### src/rtl/hub75_pkg.sv
// rtl/hub75_pkg.sv - shared defaults and FSM state type for the HUB75 panel receiver
package hub75_pkg;

  localparam int COLS_DEFAULT  = 32;
  localparam int ROW_W_DEFAULT = 4;

  typedef enum logic {
    IDLE  = 1'b0,
    DRAIN = 1'b1
  } state_e;

endpackage

### src/rtl/hub75_sync.sv
// rtl/hub75_sync.sv - 2-flop synchronizer with a one-cycle rising-edge pulse
module hub75_sync (
  input  logic clk,
  input  logic rst,
  input  logic d,
  output logic q,
  output logic rise
);

  logic meta;
  logic sync;
  logic prev;

  always_ff @(posedge clk or negedge rst) begin
    if (!rst) begin
      meta <= 1'b0;
      sync <= 1'b0;
      prev <= 1'b0;
    end else begin
      meta <= d;
      sync <= meta;
      prev <= sync;
    end
  end

  assign q    = sync;
  assign rise = sync & ~prev;

endmodule

### src/rtl/hub75_panel_rx.sv
// rtl/hub75_panel_rx.sv - HUB75 panel input receiver: shift, latch into a line buffer, drain as pixel beats
module hub75_panel_rx
  import hub75_pkg::*;
#(
  parameter int COLS  = COLS_DEFAULT,
  parameter int ROW_W = ROW_W_DEFAULT,
  localparam int CW   = (COLS > 1) ? $clog2(COLS) : 1
) (
  input  logic             clk,
  input  logic             rst,
  input  logic             hub_clk,
  input  logic             hub_lat,
  input  logic             hub_oe,
  input  logic [ROW_W-1:0] hub_addr,
  input  logic [2:0]       hub_rgb0,
  input  logic [2:0]       hub_rgb1,
  output logic             px_valid,
  input  logic             px_ready,
  output logic [ROW_W:0]   px_row,
  output logic [CW-1:0]    px_col,
  output logic [2:0]       px_rgb,
  output logic             line_done,
  output logic             err_len,
  output logic             err_overrun,
  output logic             err_oe
);

  localparam int NW = $clog2(COLS + 2);
  localparam int DW = ROW_W + 6;
  localparam logic [NW-1:0] CNT_ONE   = NW'(1);
  localparam logic [NW-1:0] CNT_FULL  = NW'(COLS);
  localparam logic [NW-1:0] CNT_SAT   = NW'(COLS + 1);
  localparam logic [CW:0]   BEAT_ONE  = (CW + 1)'(1);
  localparam logic [CW:0]   BEAT_LAST = (CW + 1)'(2 * COLS - 1);

  logic sclk_rise;
  logic lat_rise;
  logic oe_lvl;
  logic unused_clk_lvl;
  logic unused_lat_lvl;
  logic unused_oe_rise;

  hub75_sync u_sync_clk (
    .clk  (clk),
    .rst  (rst),
    .d    (hub_clk),
    .q    (unused_clk_lvl),
    .rise (sclk_rise)
  );

  hub75_sync u_sync_lat (
    .clk  (clk),
    .rst  (rst),
    .d    (hub_lat),
    .q    (unused_lat_lvl),
    .rise (lat_rise)
  );

  hub75_sync u_sync_oe (
    .clk  (clk),
    .rst  (rst),
    .d    (hub_oe),
    .q    (oe_lvl),
    .rise (unused_oe_rise)
  );

  // Data and address share the control synchronizer depth so they are settled when the edge pulse fires.
  logic [DW-1:0]    dat_meta;
  logic [DW-1:0]    dat_sync;
  logic [ROW_W-1:0] addr_s;
  logic [5:0]       pix_s;

  always_ff @(posedge clk or negedge rst) begin
    if (!rst) begin
      dat_meta <= '0;
      dat_sync <= '0;
    end else begin
      dat_meta <= {hub_addr, hub_rgb1, hub_rgb0};
      dat_sync <= dat_meta;
    end
  end

  assign addr_s = dat_sync[DW-1:6];
  assign pix_s  = dat_sync[5:0];

  logic [COLS-1:0][5:0] shreg;
  logic [COLS-1:0][5:0] shreg_nxt;
  logic [COLS-1:0][5:0] lbuf;
  logic [NW-1:0]        cnt;
  logic [NW-1:0]        cnt_nxt;

  // Newest pixel enters at the top so the first of COLS shifts ends up in column 0.
  always_comb begin
    shreg_nxt = shreg;
    cnt_nxt   = cnt;
    if (sclk_rise) begin
      shreg_nxt = {pix_s, shreg[COLS-1:1]};
      if (cnt != CNT_SAT) begin
        cnt_nxt = cnt + CNT_ONE;
      end
    end
  end

  state_e           state_q;
  state_e           state_d;
  logic             take_line;
  logic             accept;
  logic             last_beat;
  logic             overrun;
  logic [CW:0]      beat;
  logic [ROW_W-1:0] addr_q;

  assign accept    = (state_q == DRAIN) && px_ready;
  assign last_beat = (beat == BEAT_LAST);

  always_ff @(posedge clk or negedge rst) begin
    if (!rst) begin
      state_q <= IDLE;
    end else begin
      state_q <= state_d;
    end
  end

  // A latch coinciding with the final accepted beat starts the next line without an idle gap.
  always_comb begin
    state_d   = state_q;
    take_line = 1'b0;
    case (state_q)
      IDLE: begin
        if (lat_rise) begin
          state_d   = DRAIN;
          take_line = 1'b1;
        end
      end
      DRAIN: begin
        if (accept && last_beat) begin
          if (lat_rise) begin
            take_line = 1'b1;
          end else begin
            state_d = IDLE;
          end
        end
      end
      default: state_d = IDLE;
    endcase
  end

  assign overrun = lat_rise && !take_line;

  always_ff @(posedge clk or negedge rst) begin
    if (!rst) begin
      shreg       <= '0;
      cnt         <= '0;
      lbuf        <= '0;
      addr_q      <= '0;
      beat        <= '0;
      err_len     <= 1'b0;
      err_overrun <= 1'b0;
      err_oe      <= 1'b0;
    end else begin
      shreg <= shreg_nxt;
      cnt   <= lat_rise ? '0 : cnt_nxt;
      if (lat_rise && (cnt_nxt != CNT_FULL)) begin
        err_len <= 1'b1;
      end
      if (lat_rise && !oe_lvl) begin
        err_oe <= 1'b1;
      end
      if (overrun) begin
        err_overrun <= 1'b1;
      end
      if (take_line) begin
        lbuf   <= shreg_nxt;
        addr_q <= addr_s;
        beat   <= '0;
      end else if (accept) begin
        beat <= beat + BEAT_ONE;
      end
    end
  end

  logic          half;
  logic [CW-1:0] col;

  assign half      = beat[0];
  assign col       = beat[CW:1];
  assign px_valid  = (state_q == DRAIN);
  assign px_col    = col;
  assign px_row    = {half, addr_q};
  assign px_rgb    = half ? lbuf[col][5:3] : lbuf[col][2:0];
  assign line_done = accept && last_beat;

endmodule

### config.mk
export PLATFORM = sky130hd
export DESIGN_NAME = hub75_panel_rx
export DESIGN_NICKNAME = d
export VERILOG_FILES = /design/src/rtl/hub75_pkg.sv /design/src/rtl/hub75_sync.sv /design/src/rtl/hub75_panel_rx.sv
export SDC_FILE = /design/constraint.sdc
export NUM_CORES = 1
export LEC_CHECK = 0
export ABC_AREA = 1
export ABC_CLOCK_PERIOD_IN_PS = 2400
export CAP_MARGIN = 20
export CORE_UTILIZATION = 50
export CTS_CLUSTER_SIZE = 28
export DETAILED_ROUTE_END_ITERATION = 7
export HOLD_SLACK_MARGIN = 0.15
export PLACE_DENSITY = 0.78
export SLEW_MARGIN = 15
export SYNTH_ARGS = -nofsm -noshare
export SYNTH_HDL_FRONTEND = slang
export SYNTH_SLANG_ARGS = --single-unit
### constraint.sdc
create_clock -name clk -period 2.4 [get_ports clk]
set_input_delay 0.36 -clock clk [delete_from_list [all_inputs] [get_ports clk]]
set_output_delay 0.36 -clock clk [all_outputs]
set_load 0.1 [all_outputs]
# Yosys cells after proc, flatten, opt, wreduce, memory -nomap -nowiden
# Index checks and enable logic that the tools add are counted.
[word_totals] reg_bits=432 inputBits=16 out_inout_bits=18 elab_cells=114
[op_classes] add_sub_neg=2 order_cmp=1 n_eq_ne=3 muxes=14 bitwise_logic=5 n_reduce_logical=8
[ops] operator="2-to-1 mux 192 bit" count=1
[ops] operator="2-to-1 mux 6 bit" count=6
[ops] operator="binary-select mux 6 bit (select 5 bit)" count=1
[ops] operator="adder 6 x 1 -> 6 bit, second input constant" count=2
[ops] operator="!= test 6 bit, second input constant" count=2
[ops] operator="== test 6 bit, second input constant" count=1
[ops] operator="< comparator 5 x 6 -> 1 bit, second input constant" count=1
[ops] operator="logical AND 1 bit" count=5
[ops] operator="case mux 1 bit (2 select lines)" count=2
[ops] operator="2-to-1 mux 1 bit" count=3
[ops] operator="2-to-1 mux 3 bit" count=1
[ops] operator="inverter 1 bit" count=3
[ops] operator="AND 1 bit" count=2
[ops] operator="zero test 1 bit" count=2
[ops] operator="nonzero test 2 bit" count=1

# Logic depth before layout (Yosys ltp)
# Gate-level depths: netlist of the first run.
[depth] depth_word=7 depth_mapped=13 ltp_nobuf=13

# Cells and area by module
# From an unflattened synthesis of the first run, not the netlist that was laid out.
[hier_totals] hier_cells=2189 hier_area_um2=18153.7
[by_module_without_submodules] mod="hub75_panel_rx" instances=1 cells_each=2174 area_per_inst_um2=17898.4 seq_area_each_um2=10610.2
[by_module_without_submodules] mod="hub75_sync" instances=3 cells_each=5 area_per_inst_um2=85.1 seq_area_each_um2=75.1

# Least setup slack after synthesis of the first run
# Ideal clock, no wire load.
[synth_path] path_kind="register to output" from="register beat[0]" to="output line_done" t_arrival_ns=2.854 required_ns=2.040 path_slack_ns=-0.814 path_stages_with_launch=6 path_buffers=0 cell_sequence="dfrtp_1 -> ha_1 -> inv_1 -> nor3_4 -> nand2_2 -> nor2_1"
[synth_between] elab_chain_len=2
[synth_lines] item="start, declared" line="hub75_panel_rx.sv:110" source="logic [CW:0] beat;"
[synth_lines] item="start signal, assigned" line="hub75_panel_rx.sv:177" source="beat <= beat + BEAT_ONE;"
[synth_lines] item="== test 6 bit" line="hub75_panel_rx.sv:114" source="assign last_beat = (beat == BEAT_LAST);"
[synth_lines] item="logical AND 1 bit" line="hub75_panel_rx.sv:191" source="assign line_done = accept && last_beat;"
[synth_lines] item="end, declared" line="hub75_panel_rx.sv:22" source="output logic line_done,"
# Every way passes these cells.

# Worst setup path after layout of the first run
[layout_path] from="register beat[1]" to="output px_rgb[0]"
[layout_between] elab_chain_len=3
[layout_lines] item="binary-select mux 6 bit (select 5 bit)" line="hub75_panel_rx.sv:190" source="assign px_rgb = half ? lbuf[col][5:3] : lbuf[col][2:0];"
[layout_lines] item="2-to-1 mux 6 bit (implied by the code)" line="hub75_panel_rx.sv:190"
[layout_lines] item="2-to-1 mux 3 bit" line="hub75_panel_rx.sv:190"
[layout_lines] item="end, declared" line="hub75_panel_rx.sv:21" source="output logic [2:0] px_rgb,"
# Every way passes these cells. The select of a mux whose other input is x is not followed.

==> metrics, run 1 <==
status=finished with violations; failing checks=negative setup slack; Worst Path Max Fanout=7; setup TNS=-15.50 ns; Yosys reg bits=432; largest family of logic cells by synthesized area=simple AND/OR/NAND/NOR gates; CTS max path bufs=3; CP arrival=2.49 ns; most used cell, CP=nand2_1; number of fill cells in the layout=2535; io pins=34; R2R Path Start=beat[1]; fmax=351 MHz; core area=0.0349 mm^2; vias in the first global route=14212; Slowest-stage cell, CP=dfrtp_4; Via density=5.71; Final ANT Viol Nets=0; Crit. End Element=output port; area share of the largest cell type after synthesis=0.603; Synth Area per Inst=8.53 um^2; RSZ-0062 raised after global routing=yes; FF-to-FF setup slack=-0.24 ns; drt wl/cell=19.4 um; dominant synthesized flop cell=dfrtp_1; DIE AREA=0.0366 mm^2; worst skew pair latency=0.56 ns; PD cells=1160 mW/mm^2; cell accounting for the most synthesized area=dfrtp_1; Net Sw Frac=0.376; period utilisation layout=1.19; Syn-to-layout area delta=23.0%; total track usage=0.244; Place WS=0.0592 ns; Syn. warnings=0; Congestion Overflow GR=0; Synth cell types=24; share of layout cells above drive strength 1=0.120; port bufs=33; setup ws final=-0.452 ns; P_sw=0.00965 W; cell with the most instances after synthesis=nand2_1; hold path cells=1; hold crit path type=in -> reg; fin nets=2193; post-synthesis xor/xnor area fraction=0.000977; largest net degree at the start of global routing=73; chip width=191 um; HP Start=hub_addr[2]; fin. max-slew vios=0; Synth Area in Compound Gates=0.102; Non-Filler Instances=2663; cell area after synthesis=0.0179 mm^2; Max transition margin=0.385; skew final=0.0209 ns; drt initial violations=1809; CP peak stage delay=0.55 ns; adder-cell share of the synthesized area=0.00209; fraction of registers with async set/reset=1.00; Mapped Cells=2102; Inst Count DP=2522; total clock sinks=432; root buf cell=clkbuf_16; post-layout min period=2.85 ns; Gate power share=0.367; first-pass GRT wire length=71100 um; Ant. Diodes=0; drt pass-1 iters=6; post-DP HPWL=24300 um; vias=15219; DRC viols=0; startpoint types=register; critical path, cell by cell=buf_12 -> buf_16 -> nand2_1 -> nand3_1 -> nand3_1 -> nand2_1 -> nor2_1 -> nand2_1 -> nand3_2 -> nand2_4 -> buf_12; initial antenna violation count=0; die span in y=191 um; post-synthesis sequential area ratio=0.603; sequential share of power=0.369; Fin. Hold Viols=0; Int Pwr=0.0160 W; max_cap viols=0; final wirelength=51700 um; CTS H-tree lvls=2; CP required=2.04 ns; Initial Utilization=0.514; final setup fails=197; hold path endpoint=dat_meta[8]; top cells by count, synth=nand2_1, dfrtp_1, o21ai_0, inv_1, nand3_1; peak supply drop=1380 uV; EDFF count, synth=0; Synth area leaders=dfrtp_1, nand2_1, o21ai_0; clock share of power=0.264; worst r2r dst=lbuf[134]; Worst Tran Pin Value=0.919 ns; FF-to-FF path depth=13; Synth Area in Simple Gates=0.210; Rows=68; mux cell area share after synthesis=0; Syn Nets=2121; Crit Path Class=reg -> out; Placer Congestion=0.777; CTS tree=built; TritonCTS Buffers=43; clock slew at reported path FFs=0.06 ns; leakage=10.5 nW
-- worst max-delay path, delay by kind of cell, from the launching register on --
kind / cells / cell delay [ns]
buffers and inverters: 3 / 0.51
DFF: 1 / 0.55
and+or+nand+nor: 8 / 0.86
-- power groups by stage --
stage                     clock network, W  registers [W]  logic, W
after global placement                   0        0.00944   0.00737
after CTS                          0.00678        0.00942   0.00830
after detailed placement                 0        0.00951   0.00753
after global routing               0.00709        0.00959   0.00990
after floorplan                          0        0.00994   0.00430
final                              0.00677        0.00947   0.00941
-- cell families (layout without fill, tap and decap cells) --
| group | after synthesis | in the layout |
|---|---|---|
| AND/OR/NAND/NOR | 948 | 949 |
| XOR/XNOR | 2 | 2 |
| adder cells (fa/ha/maj) | 3 | 3 |
| AO/OA/AOI/OAI | 354 | 354 |
| buffers and inverters | 363 | 468 |
| flip-flops | 432 | 432 |
-- routing by layer --
layer,GRT usage,vias up,wire (um)
li1,-,6714,-
met1,0.326,7372,19400
met2,0.401,907,24000
met3,0.0435,226,5250
met4,0.0827,0,3090
met5,0,-,0
-- flip-flops by register name, summed over array words and instances, names as in the netlist --
register / count
err_overrun: 1
u_sync_clk.prev: 1
u_sync_lat.meta: 1
u_sync_oe.meta: 1
u_sync_lat.prev: 1
addr_q: 4
beat: 6
dat_sync: 10
err_oe: 1
u_sync_lat.q: 1
err_len: 1
cnt: 6
dat_meta: 10
px_valid: 1
u_sync_clk.q: 1
shreg: 192
u_sync_oe.q: 1
lbuf: 192
u_sync_clk.meta: 1
-- cell type report --
type | count | area, um^2 | share of cell area
clock inverters | 9 | 113 | 0.00511
inverters | 240 | 942 | 0.0427
repair buffers | 144 | 2330 | 0.106
clock buffers | 70 | 1310 | 0.0594
multi-input cells | 1308 | 5880 | 0.267
flip-flops and latches | 432 | 10800 | 0.491
repair inverters | 5 | 87.6 | 0.00397
well taps | 455 | 569 | 0.0258
-- layout by cell type, fill, tap and decap left out, drive strengths merged, types with 10 or more instances in the layout --
| cell | synthesis | routed |
|---|---|---|
| nand2 | 774 | 775 |
| dfrtp | 432 | 432 |
| o21ai | 317 | 317 |
| inv | 239 | 241 |
| nand3 | 141 | 141 |
| buf | 50 | 108 |
| clkbuf | 73 | 90 |
| nor2 | 28 | 28 |
| a21oi | 19 | 19 |
| o211ai | 15 | 15 |
| clkdlybuf4s50 | 0 | 14 |
| clkinv | 1 | 10 |
-- worst max-delay path by stage --
stage	slack, ns	depth (start not counted)	end	from
detailed placement	0.06	10	lbuf[56]	px_ready
global placement	0.14	9	lbuf[48]	px_ready
finish	-0.45	11	px_rgb[0]	beat[1]
CTS	-0.25	10	px_rgb[0]	beat[1]
global route	-0.48	11	px_rgb[0]	beat[1]
floorplan	0.004	11	px_rgb[0]	beat[1]
-- timing repair --
action,4_1_cts,5_1_grt
pin swaps,12,18
hold buffers,1,0
hold endpoints to repair,62,0
cloned,5,38
endpoints found under the setup margin,4,195
buffers inserted,3,15
gates resized for setup,39,105
-- stage by stage --
| stage | util | area [um^2] | total power, W | hold WS (ns) |
|---|---|---|---|---|
| after detailed placement | 0.548 | 19100 | 0.0170 | 0.337 |
| after global placement | 0.548 | 19100 | 0.0168 | 0.334 |
| after CTS | 0.598 | 20900 | 0.0245 | 0.237 |
| final | 0.632 | 22000 | 0.0256 | 0.243 |
| after global routing | 0.632 | 22000 | 0.0266 | 0.235 |
| after floorplan | - | 18000 | 0.0142 | 0.0644 |
Note: power is estimated with default switching activity, not from simulation.
==> run 2, diff against run 1 <==
--- a/config.mk
+++ b/config.mk
@@ -12,7 +12,8 @@
 export CTS_CLUSTER_SIZE = 28
 export DETAILED_ROUTE_END_ITERATION = 7
 export HOLD_SLACK_MARGIN = 0.15
-export PLACE_DENSITY = 0.78
+export PLACE_DENSITY = 0.68
+export RECOVER_POWER = 25
 export SLEW_MARGIN = 15
 export SYNTH_ARGS = -nofsm -noshare
 export SYNTH_HDL_FRONTEND = slang
==> run 2 against run 1 <==
Compared with the run above: the run ends with max-capacitance violations, max-slew violations, negative setup slack left; clock power about the same; critical endpoint is now px_rgb[1]; first-iteration DRC count fell by 27%; largest power group is now combinational cells; largest cell class unchanged; sequential power barely moved; die area stayed put; hold slack improved by 0.10 ns; routed wire length is 5.8% lower; flip-flop and latch count stayed put.
==> metrics, run 2 (synthesized netlist as in run 1, its figures left out) <==
status=finished with violations; failing checks=max-capacitance violations, max-slew violations, negative setup slack; share of layout cells above drive strength 1=0.149 (+0.0294); peak supply drop=1190 uV (-14%); biggest regs=lbuf (192), shreg (192); period utilisation layout=1.14 (-0.0497); Final ANT Viol Nets=0 (unchanged); io pins=34 (unchanged); post-layout min period=2.73 ns (-0.119 ns); Syn-to-layout area delta=23.9%; Initial Utilization=0.514 (unchanged); largest net degree at the start of global routing=193 (+160%); die span in y=191 um (unchanged); total clock sinks=432 (unchanged); Non-Filler Instances=2670 (+0.26%); skew final=0.0201 ns (-0.000834 ns); Worst Path Max Fanout=8 (+1); Crit Path Class=reg -> out; Inst Count DP=2519 (-0.12%); Placer Congestion=0.759 (-2.3%); hold crit path type=reg -> reg; port bufs=33 (unchanged); RSZ-0062 raised after global routing=yes; Worst Tran Pin Value=1.69 ns (+0.767 ns); Congestion Overflow GR=0 (unchanged); Final Util=0.637 (+0.00473); worst skew pair latency=0.55 ns (about the same); Place WS=0.0536 ns (-0.00564 ns); CP peak stage delay=0.58 ns (+0.03 ns); CTS tree=built; Crit. End Element=output port; first-pass GRT wire length=68700 um (-3.4%); CTS H-tree lvls=2 (unchanged); CTS max path bufs=3 (unchanged); most frequent cells in the layout=nand2_1, dfrtp_1, o21ai_0; post-DP HPWL=23200 um (-4.4%); TritonCTS Buffers=45 (+4.7%); leakage=10.6 nW (+1.1%); Rows=68 (unchanged); PD cells=1160 mW/mm^2 (-0.57%); critical path, cell by cell=buf_6 -> clkbuf_16 -> nand2_1 -> nand3_1 -> a21oi_2 -> nor2_4 -> nand2_2 -> nand3_2 -> nand2_4 -> buf_12; Max transition margin=-0.124 (-0.509); startpoint types=register; final wirelength=48700 um (-5.8%); setup ws final=-0.333 ns (+0.119 ns); Fin. Hold Viols=0 (unchanged); CP required=2.04 ns (about the same); fin nets=2200 (+0.32%); core area=0.0349 mm^2 (unchanged); initial antenna violation count=0 (unchanged); vias=14500 (-4.7%); vias in the first global route=13557 (-4.6%); drt initial violations=1323 (-27%); CP arrival=2.37 ns (-0.12 ns); DRC viols=0 (unchanged); Slowest-stage cell, CP=dfrtp_4; total track usage=0.236 (-0.00787); number of fill cells in the layout=2773 (+9.4%); leading cell type in the layout, fill and taps excluded=nand2_1; chip width=191 um (unchanged); DIE AREA=0.0366 mm^2 (unchanged); root buf cell=clkbuf_16; drt pass-1 iters=7 (+1); final setup fails=158 (-20%); fmax=366 MHz (+4.4%); drt wl/cell=18.3 um (-6.0%); Ant. Diodes=0 (unchanged); fin. max-slew vios=22 (+22); clock slew at reported path FFs=0.06 ns (about the same); max_cap viols=1 (+1); Via density=5.43 (-5.0%)
[run 2: cell types whose count changed in the layout (fill, tap and decap cells not counted), moves of 5 or more]
| cell | change |
|---|---|
| nand3_1 | -33 |
| nand3_2 | +33 |
| nand2_1 | -20 |
| nand2_2 | +20 |
| o21ai_1 | +19 |
| o21ai_0 | -14 |
| clkdlybuf4s50_1 | -13 |
| dlygate4sd3_1 | +13 |
| buf_4 | +10 |
| clkbuf_16 | +5 |
| clkinv_2 | +5 |
| o21ai_2 | -5 |
[run 2: layout make-up]
cell class	instances	area [um^2]	share of cell area
tap	455	569	0.0256
timing repair inverter	1	8.76	0.000394
clock inverter	10	61.3	0.00276
multi-input combinational	1307	6100	0.275
inverter	240	931	0.0419
clock buffer	71	1390	0.0624
sequential	432	10800	0.487
timing repair buffer	154	2340	0.105
[run 2: path summary, 6_finish.rpt]
path                            cells past startpoint     endpoint        start  slack, ns
worst max-delay path                               10    px_rgb[1]      beat[1]      -0.33
worst min-delay path                                0  dat_sync[1]  dat_meta[1]       0.35
max in group asynchronous                           3      beat[4]          rst       0.20
worst min register to register                      0  dat_sync[1]  dat_meta[1]       0.35
worst max register to register                     13    lbuf[140]      beat[1]      -0.11
min in group asynchronous                           2     lbuf[81]          rst       0.81
[run 2: stage by stage]
step | setup TNS (ns) | instance area, um^2 | total power, W | hold WS [ns]
CTS | -0.999 | 21000 | 0.0248 | 0.240
detailed placement | 0 | 19000 | 0.0169 | 0.230
global placement | 0 | 19000 | 0.0168 | 0.229
floorplan | 0 | 18000 | 0.0142 | 0.0644
global route | -31.19 | 22200 | 0.0269 | 0.354
finish | -6.25 | 22200 | 0.0257 | 0.348
[run 2: timing repair]
item / 4_1_cts / 5_1_grt
gates resized for setup: 61 / 163
gates cloned: 7 / 36
endpoints found under the hold margin: 297 / 0
pin swaps: 25 / 49
hold buffers: 1 / 0
setup buffers: 11 / 20
endpoints found under the setup margin: 4 / 197
[run 2: critical path, delay by kind of cell (launching register included)]
kind,cells,cell delay [ns]
AO/OA/AOI/OAI,1,0.23
buffers and inverters,3,0.52
flip-flops,1,0.58
AND/OR/NAND/NOR,6,0.51
[run 2: layer usage]
| layer | vias up | share of wire | track usage |
|---|---|---|---|
| met2 | 517 | 0.47 | 0.382 |
| met3 | 104 | 0.070 | 0.0386 |
| met5 | - | 0 | 0 |
| li1 | 6736 | - | - |
| met1 | 7143 | 0.44 | 0.332 |
| met4 | 0 | 0.028 | 0.0598 |
[run 2: power breakdown]
| group | internal, W | leakage (nW) | switching (W) |
|---|---|---|---|
| clock network | 0.00395 | 0.723 | 0.00280 |
| logic | 0.00344 | 4.48 | 0.00605 |
| registers | 0.00881 | 5.42 | 0.000634 |
==> run 3, diff against run 2 <==
--- a/config.mk
+++ b/config.mk
@@ -8,6 +8,7 @@
 export ABC_AREA = 1
 export ABC_CLOCK_PERIOD_IN_PS = 2400
 export CAP_MARGIN = 20
+export CORE_ASPECT_RATIO = 0.8
 export CORE_UTILIZATION = 50
 export CTS_CLUSTER_SIZE = 28
 export DETAILED_ROUTE_END_ITERATION = 7
==> run 3 against run 2 <==
Compared with the run above: the flow still finishes with violations (max-capacitance violations, max-slew violations, negative setup slack); die area is essentially flat; sequential share of layout area is 3.2 points higher; flip-flop and latch count unchanged; highest routed layer unchanged.
==> metrics, run 3 (synthesized netlist as in run 1, its figures left out) <==
status=finished with violations; failing checks=max-capacitance violations, max-slew violations, negative setup slack; Max transition margin=-0.135 (-0.0105); fin. max-slew vios=55 (+150%); period utilisation layout=1.13 (-0.0114); hold crit path type=reg -> reg; share of layout cells above drive strength 1=0.0837 (-0.0658); Ant. Diodes=0 (unchanged); RSZ-0062 raised after global routing=yes; Crit. End Element=output port; Rows=61 (-10%); DIE AREA=0.0366 mm^2 (about the same); Final ANT Viol Nets=0 (unchanged); post-layout total power=0.0244 W (-5.0%); vias in the first global route=13275 (-2.1%); HP Start=dat_meta[1]; Fin. Hold Viols=0 (unchanged); post-layout min period=2.71 ns (-0.0272 ns); port bufs=33 (unchanged); leakage=9.98 nW (-6.2%); initial antenna violation count=0 (unchanged); Syn-to-layout area delta=16.2%; total clock sinks=432 (unchanged); TritonCTS Buffers=42 (-6.7%); leading cell type in the layout, fill and taps excluded=nand2_1; most used cell, CP=buf_12; R2R Path Start=beat[1]; drt wl/cell=16.0 um (-12%); final setup fails=3 (-98%); biggest regs=lbuf (192), shreg (192); Inst Count DP=2535 (+0.64%); post-DP HPWL=24300 um (+4.5%); fin nets=2140 (-2.7%); CP peak stage delay=0.58 ns (about the same); peak supply drop=916 uV (-23%); chip width=214 um (+12%); fmax=370 MHz (+1.0%); critical path, cell by cell=buf_12 -> buf_8 -> nand2_1 -> nand3_1 -> a21oi_4 -> nor2_2 -> nand2_2 -> nand3_2 -> nand2_4 -> buf_12; Worst Path Max Fanout=7 (-1); CP required=2.04 ns (about the same); CTS H-tree lvls=2 (unchanged); startpoint types=register; Via density=5.18 (-4.6%); DRC viols=0 (unchanged); setup ws final=-0.306 ns (+0.0272 ns); first-pass GRT wire length=68900 um (+0.21%); number of fill cells in the layout=2999 (+8.2%); Non-Filler Instances=2623 (-1.8%); final wirelength=41900 um (-14%); clock slew at reported path FFs=0.06 ns (about the same); most frequent cells in the layout=nand2_1, dfrtp_1, o21ai_0; Crit Path Class=reg -> out; PD cells=1170 mW/mm^2 (+1.3%); Congestion Overflow GR=0 (unchanged); Initial Utilization=0.512 (-0.00218); skew final=0.0160 ns (-0.00404 ns); drt pass-1 iters=5 (-2); root buf cell=clkbuf_16; CTS max path bufs=3 (unchanged); drt initial violations=1238 (-6.4%); largest net degree at the start of global routing=83 (-57%); worst skew pair latency=0.54 ns (about the same); io pins=34 (unchanged); Worst Tran Pin Value=1.70 ns (+0.0157 ns); total track usage=0.238 (+0.00231); Slowest-stage cell, CP=dfrtp_4; CP arrival=2.35 ns (-0.02 ns); CTS tree=built; max_cap viols=1 (unchanged); crit path from=beat[1]; die span in y=171 um (-10%); vias=13589 (-6.3%); core area=0.0350 mm^2 (+0.43%); Placer Congestion=0.808 (+6.4%)
run 3: worst max-delay path: cells and delay by family, from the launching register on:
family / cells / cell delay [ns]
flops: 1 / 0.58
simple gates: 6 / 0.50
buf+inv: 3 / 0.49
compound gates: 1 / 0.23
run 3: layer usage:
layer | vias to the layer above | GRT usage | part of all wire
met1 | 6615 | 0.338 | 0.47
met3 | 65 | 0.0451 | 0.055
met4 | 0 | 0.0630 | 0.019
met2 | 309 | 0.377 | 0.46
li1 | 6600 | - | -
met5 | - | 0 | 0
run 3: metrics by stage:
stage           util  worst slack, ns  TNS (ns)  area, um^2  hold slack (ns)
6_report       0.595           -0.306    -0.905       20800            0.344
3_3_place_gp   0.544            0.103         0       19000            0.332
3_5_place_dp   0.544           0.0722         0       19000            0.335
2_1_floorplan      -          0.00417         0       18000           0.0644
5_1_grt        0.595           -0.401     -8.67       20800            0.345
4_1_cts        0.593           -0.323    -0.955       20800            0.231
run 3: cell type report:
class / count / area [um^2] / area share
sequential: 432 / 10800 / 0.520
multi-input combinational: 1307 / 5770 / 0.277
timing repair buffer: 98 / 1310 / 0.0628
clock buffer: 64 / 1260 / 0.0604
inverter: 240 / 926 / 0.0444
tap: 472 / 591 / 0.0284
clock inverter: 10 / 150 / 0.00721
run 3: what timing repair did:
item | 4_1_cts | 5_1_grt
endpoints found under the setup margin | 3 | 23
endpoints found under the hold margin | 47 | 0
pin swaps | 14 | 13
gates resized for setup | 35 | 12
cloned | 4 | 2
hold buffers | 1 | 0
setup buffers | 7 | 0
run 3: path summary, 6_finish.rpt:
kind	endpoint	slack, ns	cells past startpoint
max reg2reg	lbuf[44]	0.18	10
min in group asynchronous	shreg[47]	0.78	2
min reg2reg	dat_sync[1]	0.34	0
min	dat_sync[1]	0.34	0
max in group asynchronous	shreg[84]	0.19	3
max	px_rgb[2]	-0.31	10
run 3: power breakdown:
part           switching, W  internal [W]  leakage, nW  total, W
Clock               0.00272       0.00403        0.693   0.00675
Sequential         0.000591       0.00881         5.42   0.00940
Combinational       0.00546       0.00280         3.86   0.00826
Total               0.00877        0.0156         9.98    0.0244
